$ cat src/rtl/fft_peak_extractor.sv
// Scans bins 0..FFT_LENGTH/2-1 of an FFT magnitude port after done_FFT and emits the strongest
// bin of each equal-width band as a peak record over a valid/ready stream (2-entry output FIFO).
module fft_peak_extractor #(
   parameter int unsigned FFT_LENGTH = 1024,
   parameter int unsigned MAG_WIDTH  = 16,
   parameter int unsigned NUM_BANDS  = 8,
   parameter int unsigned THRESHOLD  = 16,
   parameter int unsigned SKIP_DC    = 1,
   localparam int unsigned IW = $clog2(FFT_LENGTH),
   localparam int unsigned BW = (NUM_BANDS > 1) ? $clog2(NUM_BANDS) : 1
) (
   input  logic                 clk,
   input  logic                 reset,
   input  logic                 done_FFT,
   input  logic [MAG_WIDTH-1:0] magnitude,
   input  logic                 magnitude_ready,
   output logic [IW-1:0]        index,
   output logic                 peak_valid,
   input  logic                 peak_ready,
   output logic [IW-1:0]        peak_bin,
   output logic [MAG_WIDTH-1:0] peak_mag,
   output logic [BW-1:0]        peak_band,
   output logic                 peak_found,
   output logic                 busy,
   output logic                 frame_done
);

   localparam int unsigned HALF    = FFT_LENGTH / 2;
   localparam int unsigned BPB     = HALF / NUM_BANDS;
   localparam int unsigned BPB_LOG = $clog2(BPB);
   localparam int unsigned RW      = BW + IW + MAG_WIDTH + 1;

   localparam logic [IW-1:0] BIN_MASK = IW'(BPB - 1);
   localparam logic [IW-1:0] LAST_BIN = IW'(HALF - 1);

   localparam logic [1:0] IDLE  = 2'd0;
   localparam logic [1:0] SCAN  = 2'd1;
   localparam logic [1:0] FLUSH = 2'd2;
   localparam logic [1:0] DONE  = 2'd3;

   logic [1:0]           state_q, state_d;
   logic                 done_q;
   logic [IW-1:0]        index_q, index_d;
   logic [MAG_WIDTH-1:0] max_mag_q, max_mag_d;
   logic [IW-1:0]        max_bin_q, max_bin_d;
   logic [RW-1:0]        fifo_q [2];
   logic [RW-1:0]        fifo_d [2];
   logic [1:0]           count_q, count_d;

   logic                 rise;
   logic                 band_first, band_last;
   logic [MAG_WIDTH-1:0] score, cand_mag;
   logic [IW-1:0]        cand_bin;
   logic                 take, consume, push, pop;
   logic [BW-1:0]        band;
   logic [RW-1:0]        push_rec;

   assign index      = index_q;
   assign peak_valid = (count_q != 2'd0);
   assign {peak_band, peak_bin, peak_mag, peak_found} = fifo_q[0];
   assign busy       = (state_q != IDLE);
   assign frame_done = (state_q == DONE);

   always_comb begin
      rise       = done_FFT & ~done_q;
      band_first = (index_q & BIN_MASK) == '0;
      band_last  = (index_q & BIN_MASK) == BIN_MASK;
      band       = BW'(index_q >> BPB_LOG);
      score      = ((SKIP_DC != 0) && (index_q == '0)) ? '0 : magnitude;
      // Strictly greater keeps the lowest bin on ties; the first bin always seeds the band.
      take       = band_first || (score > max_mag_q);
      cand_mag   = take ? score : max_mag_q;
      cand_bin   = take ? index_q : max_bin_q;
      pop        = peak_valid && peak_ready;
      consume    = (state_q == SCAN) && magnitude_ready && (!band_last || (count_q != 2'd2));
      push       = consume && band_last;
      push_rec   = {band, cand_bin, cand_mag, (cand_mag > MAG_WIDTH'(THRESHOLD))};
   end

   always_comb begin
      state_d   = state_q;
      index_d   = index_q;
      max_mag_d = max_mag_q;
      max_bin_d = max_bin_q;
      unique case (state_q)
         IDLE: begin
            index_d = '0;
            if (rise) state_d = SCAN;
         end
         SCAN: begin
            if (consume) begin
               if (band_last) begin
                  max_mag_d = '0;
                  max_bin_d = '0;
               end else begin
                  max_mag_d = cand_mag;
                  max_bin_d = cand_bin;
               end
               // The index parks on the last bin so no mirrored bin is ever requested.
               if (index_q == LAST_BIN) state_d = FLUSH;
               else                     index_d = index_q + 1'b1;
            end
         end
         FLUSH: begin
            if (count_q == 2'd0) state_d = DONE;
         end
         DONE: begin
            state_d = IDLE;
            index_d = '0;
         end
         default: state_d = IDLE;
      endcase
   end

   always_comb begin
      fifo_d  = fifo_q;
      count_d = count_q;
      if (pop) begin
         fifo_d[0] = fifo_q[1];
         count_d   = count_q - 2'd1;
      end
      if (push) begin
         if (count_d == 2'd0) fifo_d[0] = push_rec;
         else                 fifo_d[1] = push_rec;
         count_d = count_d + 2'd1;
      end
   end

   always_ff @(posedge clk) begin
      if (reset) begin
         state_q   <= IDLE;
         done_q    <= 1'b0;
         index_q   <= '0;
         max_mag_q <= '0;
         max_bin_q <= '0;
         fifo_q[0] <= '0;
         fifo_q[1] <= '0;
         count_q   <= 2'd0;
      end else begin
         state_q   <= state_d;
         done_q    <= done_FFT;
         index_q   <= index_d;
         max_mag_q <= max_mag_d;
         max_bin_q <= max_bin_d;
         fifo_q[0] <= fifo_d[0];
         fifo_q[1] <= fifo_d[1];
         count_q   <= count_d;
      end
   end

endmodule

$ cat config.mk
export PLATFORM = sky130hd
export DESIGN_NAME = fft_peak_extractor
export DESIGN_NICKNAME = d
export VERILOG_FILES = /design/src/rtl/fft_peak_extractor.sv
export SDC_FILE = /design/constraint.sdc
export NUM_CORES = 1
export LEC_CHECK = 0
export CAP_MARGIN = 25
export CORE_MARGIN = 4
export CORE_UTILIZATION = 44
export CTS_BUF_LIST = sky130_fd_sc_hd__clkbuf_16
export DETAILED_ROUTE_END_ITERATION = 10
export PLACE_DENSITY = 0.65
export SLEW_MARGIN = 10
export SYNTH_ARGS = -nofsm -noshare
export SYNTH_HDL_FRONTEND = slang
export SYNTH_SLANG_ARGS = --single-unit
$ cat constraint.sdc
create_clock -name clk -period 5.6 [get_ports clk]
set_clock_uncertainty 0.05 [all_clocks]
set_input_delay 1.12 -clock clk [delete_from_list [all_inputs] [get_ports clk]]
set_output_delay 1.12 -clock clk [all_outputs]
set_load 0.1 [all_outputs]
==> qor.yml <==
clock_tree:
  htree_levels: 3
  cts_sinks: 101
  hold_buffers: 0
  clockBufferDepth: 2
  cts_tree: "yes"
  cts-root-buf: "clkbuf_16"
  post_cts_resized: 0
  clkTransAtPathRegs_ns: 0.07
  cts_made_buffers: 9
  insertion_delay_ns: 0.35
  cts_post_setup_buffers_inserted: 0
floorplanning:
  initial_core_util_pct: 45.2
  die_y_um: 120
  num_rows: 40
  core-area_sq_um: 12100
  pin_count: 64
  fp.dieW_um: 120
  dieArea_sq_um: 14300
yosys:
  synth_edf_count: 0
  syn_nets: 727
  ys_seq_area_share_pct: 36.9
  yosys_warnings: 0
  syn_area_per_cell_sq_um: 8.05
  synth_seq_cells: 101
  ys_types: 46
  synthArstFlopShare_pct: 0
  syn-cell-area_sq_um: 5480
  synth_cells: 681
  ys.flop_type: "dfxtp_1"
sta:
  rsz0062_at_grt: "no"
  min_period_ns: 4.95
  setup_viol: 0
  worst_slack_ns: 0.651
  worstMarginPinSlew_ns: 0.983
  finalHoldViolCount: 0
  max_freq_mhz: 202
  post-route-period-util_pct: 88.4
  max_slew_margin_pct: 34.2
  drv_slew: 0
  tns_ns: 0
global_route:
  grt_max_degree: 64
  grt_util_all_layers_pct: 20.9
  first_global_vias: 5003
  use_met1_pct: 25.6
  grt_antenna_before_repair: 0
  grtUsageMet2_pct: 36.6
  grt-ovfl-total: 0
  grt_pass1_wl_um: 24600
  top_usage_layer: "met2"
  use_met3_pct: 3.82
finish:
  fin_nets: 730
  final_common_cell: "nand2_1"
  diodes: 0
  final_area_sq_um: 6260
  mostFrequentLayoutCells: "nand2_1 (127), dfxtp_1 (101), clkdlybuf4s50_1 (62), a21oi_1 (38), inv_1 (33)"
  area_growth_syn_to_layout_pct: 14.2
  drive_above_1_share_pct: 6.82
setup_path:
  r2r_cells: 12
  crit_slowest_cell: "nor4_1"
  crit_fanout: 16
  cpPeakStageDelay_ns: 0.68
  worstSetupStartpoint: "index[2]"
  cp.arrival_ns: 5.15
  cp-end-kind: "flip-flop"
  reg2reg_to: "peak_mag[15]"
  crit_path_cell_trace: "buf_4 > nor4_1 > and3_1 > nor2b_1 > ha_1 > nand4_1 > nor4_1 > a21boi_0 > o31a_1 > buf_4 > nand2_1 > o22ai_1"
  critPathKind: "flip-flop to flip-flop"
  start_kind: "flip-flop"
  rrSetupSlack_ns: 0.65
  required_ns: 5.80
  r2r-start: "index[2]"
power_and_ir_drop:
  power.density_nw_per_um2: 288
  p_leak_nw: 2.03
  ir_drop_uv: 156
detailed_routing:
  viasPerCell: 5.68
  drt_iter0_markers: 362
  wl_um: 14800
  drt_pass1_iterations: 6
  drc: 0
  wl_per_cell_um: 17.3
  vias: 4872
  route.antenna.remaining_nets: 0
place:
  gp_congestion: 0.932
  place_area_sq_um: 5970
  hpwl_um: 9980
  io_buffer_count: 63
  preCtsSetupSlack_ns: 0.759
min_path:
  holdPathStages: 2
  holdPathEnd: "fifo_q[28]"
  hold_start: "fifo_q[28]"
  hp-class: "flip-flop to flip-flop"
run_status:
  status: "finished clean"
job:
  max_cap_violations: 0
-- cell usage after synthesis, drive strengths merged (17+ instances only) --
library cell  number  area share (%)
a21oi             38             3.5
a31oi             21             2.4
buf               46             6.1
clkbuf            40             2.7
dfxtp            101              37
ha                25             5.7
inv               33             2.3
mux2i             23             4.2
nand2            127             8.7
nor2              32             2.2
nor2b             18             2.1
nor3              17             1.6
o22ai             32             3.8
o31a              20             3.2
-- per-layer routing --
metal / share of wire [%] / vias up
li1: - / 2372
met1: 45 / 2346
met2: 50 / 133
met3: 4.2 / 21
met4: 1.6 / 0
met5: 0 / -
-- state kept, by name, summed over array words and instances (netlist names) --
register	cells
fifo_q	30
max_mag_q	16
peak_mag	16
index	10
max_bin_q	10
peak_bin	10
peak_band	3
count_q	2
state_q	2
done_q	1
peak_found	1
-- through the flow --
step	util (%)	hold slack (ns)	power, mW	cells
after floorplan	-	0.387	1.08	681
after global placement	49.1	0.394	1.18	839
after detailed placement	49.3	0.404	1.19	841
after CTS	51.7	0.414	1.81	857
after global routing	51.7	0.445	1.88	857
final	51.7	0.413	1.80	857
-- cells by family (layout without fill, tap and decap cells) --
group                      Yosys count  after routing  synth area share (%)
xor gates and xnor gates             9              9                  1.44
DFF                                101            101                  36.9
muxes                               24             24                  4.41
buffers and inverters              119            127                  11.1
AOI/OAI and AO/OA                  166            166                  20.5
and+or+nand+nor                    237            237                  19.9
adders and majority gates           25             25                  5.71
-- area by class of cell --
| class | count | area, sq um |
|---|---|---|
| fill | 1191 | 5850 |
| sequential | 101 | 2020 |
| clock inverter | 7 | 66.3 |
| inverter | 33 | 124 |
| clock buffer | 9 | 225 |
| tap | 168 | 210 |
| multi-input combinational | 461 | 2870 |
| timing repair buffer | 78 | 746 |
-- where the power goes --
| part | internal, mW | leakage, nW | switching [mW] |
|---|---|---|---|
| clock | 0.344 | 0.145 | 0.278 |
| sequential | 0.728 | 0.814 | 0.0114 |
| combinational | 0.134 | 1.07 | 0.307 |
-- worst max-delay path: cells and delay by family (launching register included) --
kind	cells	cell delay [ns]
AO/OA/AOI/OAI	3	1.36
adder cells (fa/ha/maj)	1	0.33
buffers and inverters	2	0.42
flip-flops	1	0.30
AND/OR/NAND/NOR	6	2.38
-- worst max path at each step --
stage	endpoint	slack, ns
global route	peak_mag[8]	0.35
global placement	peak_mag[14]	1.02
finish	peak_mag[15]	0.65
CTS	peak_mag[7]	0.82
floorplan	max_mag_q[15]	1.47
detailed placement	peak_mag[15]	0.76
(Power assumes the default switching activity.)
